### src/rtl/updown_counter_ctl.sv
// rtl/updown_counter_ctl.sv - parametrised up/down counter with load, programmable limit, wrap/saturate and tc pulse
// Optional macro UPDOWN_COUNTER_CTL_STEP_EN adds a per-step increment input (step) in place of the fixed step of 1.
module updown_counter_ctl #(
   parameter int              WIDTH    = 4,
   parameter longint unsigned MAX_VAL  = (64'd1 << WIDTH) - 64'd1,
   parameter bit              SATURATE = 1'b0
) (
   input  logic             clk,
   input  logic             reset,
   input  logic             en,
   input  logic             up_dn,
   input  logic             load,
   input  logic [WIDTH-1:0] load_val,
   input  logic             lim_we,
   input  logic [WIDTH-1:0] lim_val,
`ifdef UPDOWN_COUNTER_CTL_STEP_EN
   input  logic [WIDTH-1:0] step,
`endif
   output logic [WIDTH-1:0] qd,
   output logic             tc,
   output logic             busy_dir
);

   localparam logic [WIDTH-1:0] LIM_RST = WIDTH'(MAX_VAL);

   logic [WIDTH-1:0] lim;
   logic [WIDTH-1:0] up_nxt;
   logic [WIDTH-1:0] dn_nxt;
   logic             up_cross;
   logic             dn_cross;

`ifdef UPDOWN_COUNTER_CTL_STEP_EN
   logic [WIDTH:0] sum;
   logic [WIDTH:0] modv;
   logic [WIDTH:0] rem_up;
   logic [WIDTH:0] deficit;
   logic [WIDTH:0] rem_dn;

   // Wrap results are taken modulo (lim+1) so that large steps land inside 0..lim.
   always_comb begin
      sum      = {1'b0, qd} + {1'b0, step};
      modv     = {1'b0, lim} + 1'b1;
      rem_up   = sum % modv;
      deficit  = ({1'b0, step} - {1'b0, qd}) % modv;
      rem_dn   = (deficit == '0) ? '0 : (modv - deficit);
      up_cross = (step != '0) && (sum > {1'b0, lim});
      dn_cross = (step != '0) && (step > qd);
      if (step == '0)
         up_nxt = qd;
      else if (up_cross)
         up_nxt = SATURATE ? lim : rem_up[WIDTH-1:0];
      else
         up_nxt = sum[WIDTH-1:0];
      if (step == '0)
         dn_nxt = qd;
      else if (dn_cross)
         dn_nxt = SATURATE ? '0 : rem_dn[WIDTH-1:0];
      else
         dn_nxt = qd - step;
   end
`else
   // qd can sit above lim after a limit write; treat that as a crossing too.
   always_comb begin
      up_cross = (qd >= lim);
      dn_cross = (qd == '0);
      up_nxt   = up_cross ? (SATURATE ? lim : '0) : (qd + 1'b1);
      dn_nxt   = dn_cross ? (SATURATE ? '0 : lim) : (qd - 1'b1);
   end
`endif

   always_ff @(posedge clk or posedge reset) begin
      if (reset) begin
         qd       <= '0;
         tc       <= 1'b0;
         busy_dir <= 1'b1;
         lim      <= LIM_RST;
      end else begin
         if (lim_we)
            lim <= lim_val;
         if (load) begin
            qd <= (load_val > lim) ? lim : load_val;
            tc <= 1'b0;
         end else if (en) begin
            busy_dir <= up_dn;
            if (up_dn) begin
               qd <= up_nxt;
               tc <= up_cross;
            end else begin
               qd <= dn_nxt;
               tc <= dn_cross;
            end
         end else begin
            tc <= 1'b0;
         end
      end
   end

endmodule

### config.mk
export PLATFORM = sky130hd
export DESIGN_NAME = updown_counter_ctl
export DESIGN_NICKNAME = d
export VERILOG_FILES = /design/src/rtl/updown_counter_ctl.sv
export SDC_FILE = /design/constraint.sdc
export NUM_CORES = 1
export LEC_CHECK = 0
export ABC_AREA = 1
export BUFFER_PORTS_ARGS = -buffer_cell sky130_fd_sc_hd__buf_2
export CAP_MARGIN = 10
export CORE_MARGIN = 3
export CORE_UTILIZATION = 52
export DETAILED_ROUTE_END_ITERATION = 10
export PLACE_DENSITY = 0.73
export SLEW_MARGIN = 20
export SYNTH_ARGS = -nofsm -noshare
export SYNTH_HDL_FRONTEND = slang
export SYNTH_SLANG_ARGS = --single-unit
export TNS_END_PERCENT = 5
### constraint.sdc
create_clock -name clk -period 2.2 [get_ports clk]
set_input_delay 0.44 -clock clk [delete_from_list [all_inputs] [get_ports clk]]
set_output_delay 0.44 -clock clk [all_outputs]
set_load 0.05 [all_outputs]
# ---- After elaboration in Yosys (flattened, before gate mapping)
# Index checks and enable logic that the tools add are counted.
dict set report totals {
  inputBits 14
  register_bits 10
}
dict set report op_classes {
  n_addsub 2
  bitwise 1
  n_mux 9
  n_lt_le_gt_ge 2
  n_reduce_logical 3
}
# cell n
set op_table {}
lappend op_table {{two-way mux 4 bit} 6}
lappend op_table {{adder 4 x 1 -> 4 bit, second input constant} 1}
lappend op_table {{>= comparator 4 bit} 1}
lappend op_table {{greater-than comparator 4 bit} 1}
lappend op_table {{zero test 4 bit} 1}
lappend op_table {{subtractor 4 x 1 -> 4 bit, second input constant} 1}
lappend op_table {{two-way mux 1 bit} 3}
lappend op_table {{AND reduction 2 bit} 1}
lappend op_table {{nonzero test 2 bit} 1}
lappend op_table {{NOT 1 bit} 1}

# ---- Logic depth before layout (Yosys ltp)
# Gate-level depths: netlist of run 1.
dict set report logic_depth {
  word_depth 5
  depth_mapped 11
}

# ---- Worst setup path after synthesis of run 1
# No wires, ideal clock.
dict set report synth_timing {
  path_type {register to register}
  startpoint {register qd[0]}
  endpoint {register qd[3]}
  arrival_time_ns 1.638
  period_less_slack_ns 1.763
  path_slack_ns 0.437
  path_stages_with_launch 12
  t_required_ns 2.075
  setup_ns 0.125
  path_cell_list {dfrtp_1 inv_1 ha_1 inv_1 nand2_1 nand2_1 nand2_1 nand2_1 nand2_1 nor2_1 nor2_1 nand3_1}
}
dict set report synth_between {
  elab_chain_len 5
  word_cells_on_any_way 9
}
# item line
set synth_rtl {}
lappend synth_rtl {{start: declaration} 19} ;# output logic [WIDTH-1:0] qd,
lappend synth_rtl {{start signal: assignment} 81} ;# qd <= (load_val > lim) ? lim : load_val;
lappend synth_rtl {{start signal: assignment} 86} ;# qd <= up_nxt;
lappend synth_rtl {{start signal: assignment} 89} ;# qd <= dn_nxt;
lappend synth_rtl {{subtractor 4 x 1 -> 4 bit, or another cell as far along} 67} ;# dn_nxt = dn_cross ? (SATURATE ? '0 : lim) : (qd - 1'b1);
lappend synth_rtl {{two-way mux 4 bit, on equally long branches} {67, 66}}
lappend synth_rtl {{two-way mux 4 bit (*)} 85} ;# if (up_dn) begin
lappend synth_rtl {{two-way mux 4 bit (*)} 83} ;# end else if (en) begin
lappend synth_rtl {{two-way mux 4 bit (*)} 80} ;# if (load) begin
# Mark *: on every way between the ends. The rest lies on a longest branch, timed or not. The select of a mux whose other input is x is not followed.
# A chain may end at the register's enable or synchronous reset.

# ---- Worst setup path after layout of run 1
dict set report layout_timing {
  startpoint {register lim[1]}
  endpoint {register qd[2]}
}
dict set report layout_between {
  elab_chain_len 5
  word_cells_on_any_way 7
}
# item line
set layout_rtl {}
lappend layout_rtl {{start: declaration} 26} ;# logic [WIDTH-1:0] lim;
lappend layout_rtl {{start signal: assignment} 79} ;# lim <= lim_val;
lappend layout_rtl {{>= comparator 4 bit} 64} ;# up_cross = (qd >= lim);
lappend layout_rtl {{two-way mux 4 bit} 66} ;# up_nxt = up_cross ? (SATURATE ? lim : '0) : (qd + 1'b1);
lappend layout_rtl {{two-way mux 4 bit} 85}
lappend layout_rtl {{two-way mux 4 bit} 83}
lappend layout_rtl {{two-way mux 4 bit (*)} 80}
# Marks and branches as above.

==> impl_results.md, run 1 <==
- Post-Syn Instances: 127
- ANT cells: 0
- H-tree lvl count: 1
- Nets: 175
- Die Height: 47.0 um
- Vias per inst: 5.25
- Gr usage total: 0.201
- Cell row count: 14
- CTS tree: yes
- Worst setup SP type: register
- Largest net degree at the start of global routing: 11
- Critical path endpoint: qd[2]$_DFFE_PP0P_
- WL final: 1940 um
- Routability cong.: 0.893
- Cts bufs inserted: 3
- Setup WS post-layout: 0.440 ns
- Maximum buffer depth of the clock tree: 2
- Final period util: 0.800
- Worst Clk Skew: 0.00602 ns
- Crit Path Class: reg -> reg
- Synth area leaders: dfstp_2, dfrtp_1, ha_1, nand2_1, inv_1
- Run status: complete, no violations
- CTS sink cnt: 10
- Core Region: 0.00154 mm^2
- Leakage: 0.582 nW
- WP data required: 2.36 ns
- Peak supply drop: 438 uV
- Synth area leader: dfstp_2
- Via count: 872
- Starting density of the core: 0.567
- RSZ-0062 raised after global routing: no
- Clock power frac: 0.203
- Worst Hold Class: in -> async
- Worst-Margin Slew: 0.362 ns
- Hold_ws: 0.129 ns
- Slew Viols, Final: 0
- Slew margin rel.: 0.758
- Hold Vio Cnt, Final: 0
- Vias in the first global route: 767
- Cell Area, Synth: 875 um^2
- Sw Share: 0.450
- #FFs+latches synth: 10
- Postcts setup bufs: 0
- Cell mode on critical path: nand2_1
- Element type at the critical path end: register
- TNS Setup: 0 ns
- Dpl hpwl: 1610 um
- Drt pass-1 iters: 4
- Reg-to-reg endpoint: qd[2]$_DFFE_PP0P_
- Routed WL per cell: 11.7 um
- Critical Path Start: lim[1]$_DFFE_PP1P_
- Post-Syn Nets: 151
- CP max FO: 5
- Yosys cell types: 19
- Comb pwr share: 0.469
- Share of layout cells above drive strength 1: 0.260
- Flop pwr share: 0.328
- Int Pwr: 0.441 mW
- CP bufs+invs: 2
- First-pass GRT wire length: 3140 um
- Clk_lat worst skew: 0.26 ns
- Port bufs: 19
- Initial antenna violation count: 0
- Net Switching: 0.360 mW
- Worst R2R Start: lim[1]$_DFFE_PP1P_
- Worst path max stage delay: 0.51 ns
- Period minus WS final: 1.76 ns
- Clock slew at reported path FFs: 0.07 ns
- Area Overhead vs Synth: 17.3%
- Die width: 47.0 um
- CTS Hold Bufs: 0
- Gr ovfl total: 0
- Routed Antenna Nets: 0
- YS warnings: 0
- Crit path depth: 11
- DRT iter0 DRCs: 17
- Final setup violating endpoints: 0
- Fill count: 147
- Family with the most delay on the worst path: flip-flops
- Post-route DRC: 0
- Die area: 0.00221 mm^2
- Fmax: 568 MHz
- Crit-path cells: inv_1 > ha_1 > inv_1 > o21bai_1 > nand2_1 > nand2_2 > nand2_2 > nand2_1 > o21ai_1 > nand2_1 > nand2_1
- I/O pins: 20
- Worst path arrival time: 1.92 ns
- Post-CTS resize count: 0
- Syn_area_per_cell: 6.89 um^2
- Root Driver: clkbuf_4
- Slowest CP cell: dfstp_2
- Post-synth top area share: 0.150
- Register-to-register setup slack: 0.44 ns
- MaxCap Viol Count: 0
- Worst r2r path cells: 11
- Pwr dens: 781 mW/mm^2
- Multi-input logic area: 532 um^2
- Sequential element share of the synthesized area: 0.293
- DP Worst Slack: 0.446 ns
- Reg area: 256 um^2
-- cell families after synthesis --
kind of cell | after synthesis | synth area share
simple gates | 67 | 0.361
flops | 10 | 0.293
fa+ha+maj | 10 | 0.143
compound gates | 17 | 0.104
buf+inv | 23 | 0.0987
-- cell usage after synthesis (all sizes together) --
library cell	instances
a21oi	3
nand3	15
nand4	2
dfstp	5
nor3b	1
dfrtp	5
nor3	1
nand2	37
o21bai	1
inv	23
o21ai	13
nor2	11
ha	10
-- flip-flops by register name (all words and copies together) (netlist names) --
register  cells
tc            1
busy_dir      1
lim           4
qd            4
-- worst min-delay path by stage --
| stage | start | to | slack, ns | depth (start not counted) |
|---|---|---|---|---|
| global placement | reset | qd[3]$_DFFE_PP0P_ | 0.43 | 2 |
| detailed placement | reset | qd[2]$_DFFE_PP0P_ | 0.42 | 2 |
| CTS | reset | qd[2]$_DFFE_PP0P_ | 0.14 | 2 |
| floorplan | reset | qd[0]$_DFFE_PP0P_ | 0.28 | 1 |
| global route | reset | qd[2]$_DFFE_PP0P_ | 0.16 | 2 |
| finish | reset | qd[3]$_DFFE_PP0P_ | 0.13 | 2 |
-- power groups by stage --
stage               Clock, mW  Combinational [mW]  Sequential (mW)
floorplan                   0               0.216            0.331
global route            0.175               0.425            0.269
global placement            0               0.371            0.265
finish                  0.163               0.376            0.263
CTS                     0.166               0.379            0.264
detailed placement          0               0.377            0.267
-- worst reg2reg max path, cell delays in order (launching register included) --
cell and delay [ns]:
dfstp_2 0.51, inv_1 0.11, ha_1 0.33, inv_1 0.05, o21bai_1 0.15, nand2_1 0.09, nand2_2 0.10, nand2_2 0.08
nand2_1 0.06, o21ai_1 0.06, nand2_1 0.07, nand2_1 0.05
-- cell type report --
| cell class | count | area share |
|---|---|---|
| multi-input combinational | 94 | 0.518 |
| sequential | 10 | 0.250 |
| timing repair buffer | 19 | 0.0927 |
| inverter | 23 | 0.0841 |
| clock buffer | 4 | 0.0354 |
| tap | 16 | 0.0195 |
-- metrics by stage --
step	instances	utilization	area, um^2	total power, mW
2_1_floorplan	127	-	875	0.548
3_3_place_gp	162	0.642	990	0.637
3_5_place_dp	162	0.642	990	0.644
4_1_cts	166	0.666	1030	0.808
5_1_grt	166	0.666	1030	0.869
6_report	166	0.666	1030	0.801
-- routing by layer --
layer  global-route usage  wire length [um]  up-vias
li1                     -                 -      452
met1                0.260               818      378
met2                0.333               948       38
met3               0.0460               134        4
met4               0.0552                35        0
met5                    0                 0        -
-- cell usage in the layout, fill, tap and decap left out, drive strengths merged --
cell | netlist | routed
o21bai | 1 | 1
dfstp | 5 | 5
nor2 | 11 | 11
nand4 | 2 | 2
ha | 10 | 10
inv | 23 | 23
buf | 0 | 19
a21oi | 3 | 3
nand3 | 15 | 15
clkbuf | 0 | 4
dfrtp | 5 | 5
o21ai | 13 | 13
nor3 | 1 | 1
nor3b | 1 | 1
nand2 | 37 | 37
Note: power is estimated with default switching activity, not from simulation.
==> inputs of run 2 (changes only) <==
==> constraint.sdc (replaced) <==
create_clock -name clk -period 1.75 [get_ports clk]
set_input_delay 0.35 -clock clk [delete_from_list [all_inputs] [get_ports clk]]
set_output_delay 0.35 -clock clk [all_outputs]
set_load 0.05 [all_outputs]
==> run 2 against run 1 <==
Via count grew 2.4%; highest routed layer unchanged; hold slack lost 0.091 ns; largest cell class unchanged; global-route usage grew 0.20 points; clock skew is essentially flat; non-clock buffer count grew 1; die area is the same.
==> impl_results.md, run 2 (synthesized netlist as in run 1, its figures left out) <==
- First-pass GRT wire length: 3240 um (+3.1%)
- Area Overhead vs Synth: 21.5%
- Clock slew at reported path FFs: 0.08 ns (about the same)
- RSZ-0062 raised after global routing: yes
- Worst path max stage delay: 0.53 ns (+0.02 ns)
- Worst Hold Class: in -> async
- Dpl cells: 163 (+0.62%)
- Gr usage total: 0.203 (+0.00203)
- Crit path depth: 8 (-3)
- Share of layout cells above drive strength 1: 0.298 (+0.0380)
- Clk_lat worst skew: 0.28 ns (+0.02 ns)
- Worst-Margin Slew: 0.397 ns (+0.0352 ns)
- MaxCap Viol Count: 0 (unchanged)
- Slew Viols, Final: 0 (unchanged)
- Gr ovfl total: 0 (unchanged)
- ANT cells: 0 (unchanged)
- Port bufs: 19 (unchanged)
- CP bufs+invs: 1 (-1)
- Fill count: 150 (+2.0%)
- Routed WL per cell: 12.5 um (+6.8%)
- I/O pins: 20 (unchanged)
- Vias in the first global route: 751 (-2.1%)
- Nets: 176 (+0.57%)
- WL final: 2080 um (+7.4%)
- Root Driver: clkbuf_4
- Drt pass-1 iters: 4 (unchanged)
- Die width: 47.0 um (unchanged)
- H-tree lvl count: 1 (unchanged)
- Final setup violating endpoints: 0 (unchanged)
- Final period util: 0.932 (+0.132)
- CTS sink cnt: 10 (unchanged)
- Peak supply drop: 621 uV (+42%)
- Period minus WS final: 1.63 ns (-0.130 ns)
- Initial antenna violation count: 0 (unchanged)
- CTS tree: yes
- Via count: 893 (+2.4%)
- Fmax: 613 MHz (+7.9%)
- Worst path arrival time: 1.80 ns (-0.12 ns)
- Run status: complete, no violations
- Vias per inst: 5.35 (+1.8%)
- DRT iter0 DRCs: 25 (+8)
- Fin cells: 167 (+0.60%)
- Hold Vio Cnt, Final: 0 (unchanged)
- Cts bufs inserted: 3 (unchanged)
- Crit Path Class: reg -> reg
- Worst setup SP type: register
- Core Region: 0.00154 mm^2 (unchanged)
- Routability cong.: 0.891 (-0.24%)
- WP data required: 1.92 ns (-0.44 ns)
- Largest regs: lim x4, qd x4
- Routed Antenna Nets: 0 (unchanged)
- Dpl hpwl: 1620 um (+0.18%)
- Slew margin rel.: 0.735 (-0.0235)
- Most frequent cells in the layout: nand2_1, inv_1, buf_2, nand3_1
- Slowest CP cell: dfstp_2
- Largest net degree at the start of global routing: 11 (unchanged)
- Element type at the critical path end: register
- Family with the most delay on the worst path: flip-flops
- Starting density of the core: 0.567 (unchanged)
- Cell row count: 14 (unchanged)
- CTS Hold Bufs: 0 (unchanged)
- Worst Clk Skew: 0.00556 ns (-0.000462 ns)
- Post-layout util: 0.689 (+0.0235)
- Maximum buffer depth of the clock tree: 2 (unchanged)
- Pwr dens: 992 mW/mm^2 (+27%)
- Hold_ws: 0.0387 ns (-0.0906 ns)
- Leakage: 0.589 nW (+1.2%)
- Most common cell after layout, fill and taps aside: nand2_1
- Post-route DRC: 0 (unchanged)
- Worst r2r path cells: 8 (-3)
- CP max FO: 5 (unchanged)
- Die Height: 47.0 um (unchanged)
- TNS Setup: 0 ns (unchanged)
- Die area: 0.00221 mm^2 (unchanged)
- Crit-path cells: inv_1 > ha_1 > a21oi_1 > nand2_2 > nand2_4 > nand2_1 > nand3_1 > nand3_2
run 2: cell types whose count changed in the layout (fill, tap and decap cells not counted), sizes merged:
cell,previous run,this run
buf,19,20
run 2: per-layer routing:
metal,share of wire,track usage,vias up
li1,-,-,455
met2,0.49,0.347,36
met3,0.054,0.0115,2
met5,0,0,-
met4,0.0067,0.0552,0
met1,0.45,0.276,400
run 2: what timing repair did:
| item | CTS | global route |
|---|---|---|
| setup buffers | 0 | 0 |
| gates resized for setup | 0 | 5 |
| endpoints found under the setup margin | 0 | 3 |
run 2: path summary, 6_finish.rpt:
path / startpoint / endpoint / slack, ns
hold reg to reg: busy_dir$_DFFE_PP1P_ / busy_dir$_DFFE_PP1P_ / 0.50
hold / removal: reset / qd[3]$_DFFE_PP0P_ / 0.04
min in group clk: lim_val[0] / lim[0]$_DFFE_PP1P_ / 0.28
setup / recovery: lim[3]$_DFFE_PP1P_ / qd[0]$_DFFE_PP0P_ / 0.12
setup reg to reg: lim[3]$_DFFE_PP1P_ / qd[0]$_DFFE_PP0P_ / 0.12
max in group asynchronous: reset / lim[0]$_DFFE_PP1P_ / 1.39
run 2: report_power, final:
| group | switching, mW | internal, mW |
|---|---|---|
| logic | 0.342 | 0.169 |
| clock network | 0.0947 | 0.127 |
| registers | 0.0459 | 0.275 |
| total | 0.483 | 0.571 |
run 2: per-stage QoR:
step                power [mW]  setup slack [ns]  instance area [um^2]
global route              1.13           -0.0135                  1060
floorplan                0.689            0.0845                   876
global placement         0.812            0.0893                   998
detailed placement       0.820            0.0829                   998
CTS                       1.04            0.0689                  1030
finish                    1.05             0.119                  1060
run 2: area by class of cell:
class,count,area (um^2),area share
Sequential cell,10,258,0.243
Inverter,23,86.3,0.0813
Multi-Input combinational cell,94,559,0.527
Tap cell,16,20.0,0.0188
Timing Repair Buffer,20,103,0.0966
Clock buffer,4,36.3,0.0342
==> inputs of run 3 (changes only) <==
--- a/config.mk
+++ b/config.mk
@@ -6,12 +6,12 @@
 export NUM_CORES = 1
 export LEC_CHECK = 0
 export ABC_AREA = 1
-export BUFFER_PORTS_ARGS = -buffer_cell sky130_fd_sc_hd__buf_2
 export CAP_MARGIN = 10
 export CORE_MARGIN = 3
-export CORE_UTILIZATION = 52
+export CORE_UTILIZATION = 55
 export DETAILED_ROUTE_END_ITERATION = 10
-export PLACE_DENSITY = 0.73
+export DONT_BUFFER_PORTS = 1
+export PLACE_DENSITY = 0.66
 export SLEW_MARGIN = 20
 export SYNTH_ARGS = -nofsm -noshare
 export SYNTH_HDL_FRONTEND = slang
==> run 3 against run 2 <==
Combinational power decreased by 4.7%; clock power down 5%; routed wire length fell by 1.7%; sequential share of layout area up 1.5 points; final area fell by 5.8%; register-to-register slack lost 0.03 ns; global-route usage rose by 1.0 points; flip-flop and latch count is the same; utilization is 2.6 points higher; hold slack improved by 0.11 ns; fmax shrank 1.7%; highest routed layer unchanged.
==> impl_results.md, run 3 (synthesized netlist as in run 1, its figures left out) <==
- Element type at the critical path end: register
- Maximum buffer depth of the clock tree: 2 (unchanged)
- Peak supply drop: 714 uV (+15%)
- Port bufs: 0 (-19)
- Final setup violating endpoints: 0 (unchanged)
- CTS tree: yes
- Starting density of the core: 0.625 (+0.0579)
- Vias per inst: 5.29 (-1.0%)
- Gr usage total: 0.213 (+0.0101)
- Period minus WS final: 1.66 ns (+0.0282 ns)
- Routability cong.: 0.905 (+1.6%)
- WP data required: 1.91 ns (about the same)
- Post-route DRC: 0 (unchanged)
- DP Worst Slack: 0.0732 ns (-0.00973 ns)
- Drt pass-1 iters: 4 (unchanged)
- Pwr dens: 1020 mW/mm^2 (+2.8%)
- CP max FO: 5 (unchanged)
- Worst Hold Class: in -> reg
- CTS sink cnt: 10 (unchanged)
- Share of layout cells above drive strength 1: 0.228 (-0.0701)
- Slew margin rel.: 0.709 (-0.0258)
- Dpl hpwl: 1590 um (-1.5%)
- Cell Area, Placed: 925 um^2 (-7.4%)
- Hold_ws: 0.149 ns (+0.111 ns)
- WL final: 2050 um (-1.7%)
- Most frequent cells in the layout: nand2_1, inv_1, nand3_1, nor2_1, ha_1
- Worst path arrival time: 1.82 ns (+0.02 ns)
- Cell row count: 13 (-1)
- Fmax: 603 MHz (-1.7%)
- Largest regs: lim x4, qd x4
- ANT cells: 0 (unchanged)
- Design Area, Final: 0.00100 mm^2 (-5.8%)
- Run status: complete, no violations
- Nets: 161 (-8.5%)
- Setup WS post-layout: 0.0909 ns (-0.0282 ns)
- Crit Path Class: reg -> reg
- Worst Clk Skew: 0.00158 ns (-0.00397 ns)
- MaxCap Viol Count: 0 (unchanged)
- Worst-Margin Slew: 0.437 ns (+0.0395 ns)
- Worst setup SP type: register
- Clk_lat worst skew: 0.26 ns (-0.02 ns)
- Gr ovfl total: 0 (unchanged)
- Routed Antenna Nets: 0 (unchanged)
- Leakage: 0.526 nW (-11%)
- Root Driver: clkbuf_4
- Vias in the first global route: 715 (-4.8%)
- First-pass GRT wire length: 3140 um (-3.0%)
- Die width: 45.9 um (-2.4%)
- Die Height: 45.9 um (-2.4%)
- Hold Vio Cnt, Final: 0 (unchanged)
- Core Region: 0.00140 mm^2 (-9.3%)
- Routed WL per cell: 13.5 um (+8.7%)
- DRT iter0 DRCs: 18 (-28%)
- I/O pins: 20 (unchanged)
- Area Overhead vs Synth: 14.4%
- Initial antenna violation count: 0 (unchanged)
- Clock slew at reported path FFs: 0.07 ns (about the same)
- Postcts setup bufs: 0 (unchanged)
- H-tree lvl count: 1 (unchanged)
- Most common cell after layout, fill and taps aside: nand2_1
- Largest net degree at the start of global routing: 11 (unchanged)
- Final period util: 0.948 (+0.0161)
- Cts bufs inserted: 3 (unchanged)
- Die area: 0.00210 mm^2 (-4.8%)
- Slew Viols, Final: 0 (unchanged)
- Via count: 799 (-11%)
[run 3: cell types whose count changed in the layout (fill, tap and decap cells not counted), sizes merged]
cell and delta:
buf -16, dlygate4sd3 +1
[run 3: area by class of cell]
| cell class | count | area [um^2] |
|---|---|---|
| Clock buffer | 4 | 36.3 |
| Fill cell | 125 | 398 |
| Multi-Input combinational cell | 94 | 562 |
| Inverter | 23 | 86.3 |
| Timing Repair Buffer | 5 | 40.0 |
| Tap cell | 15 | 18.8 |
| Sequential cell | 10 | 258 |
[run 3: layer usage]
| metal | vias up | wire length [um] | global-route usage |
|---|---|---|---|
| li1 | 428 | - | - |
| met1 | 341 | 921 | 0.279 |
| met2 | 28 | 965 | 0.343 |
| met3 | 2 | 152 | 0.0711 |
| met4 | 0 | 6 | 0.0341 |
| met5 | - | 0 | 0 |
[run 3: worst max-delay path, cell delays in order (launching register included)]
cell and delay, ns:
dfstp_2 0.53, inv_2 0.07, ha_4 0.27, inv_1 0.03
o21bai_1 0.13, nand2_1 0.09, nand2_2 0.10, nand2_2 0.09
nand2_1 0.06, o21ai_1 0.05, nand2_1 0.07, nand2_1 0.05
[run 3: metrics by stage]
step | cells | utilization | setup TNS [ns] | total power [mW]
after global routing | 151 | 0.716 | -0.0835 | 1.11
after detailed placement | 146 | 0.661 | 0 | 0.802
after CTS | 151 | 0.694 | 0 | 1.01
after global placement | 146 | 0.661 | 0 | 0.794
final | 151 | 0.716 | 0 | 1.02
after floorplan | 127 | - | 0 | 0.689
[run 3: final timing paths]
kind	start	endpoint	slack (ns)	cells past startpoint
worst max-delay path	lim[1]$_DFFE_PP1P_	qd[2]$_DFFE_PP0P_	0.09	11
max in group asynchronous	reset	lim[3]$_DFFE_PP1P_	0.92	2
worst max register to register	lim[1]$_DFFE_PP1P_	qd[2]$_DFFE_PP0P_	0.09	11
worst min register to register	lim[0]$_DFFE_PP1P_	lim[0]$_DFFE_PP1P_	0.54	2
worst min-delay path	lim_we	lim[0]$_DFFE_PP1P_	0.15	1
min in group asynchronous	reset	qd[2]$_DFFE_PP0P_	0.52	2
[run 3: timing repair]
action / CTS / global route
resized for setup: 0 / 6
hold buffers: 1 / 0
setup endpoints to repair: 0 / 4
hold endpoints to repair: 5 / 0
[run 3: power breakdown]
group / switching, mW / internal [mW]
clock network: 0.0821 / 0.126
registers: 0.0492 / 0.276
logic: 0.324 / 0.163
total: 0.455 / 0.566
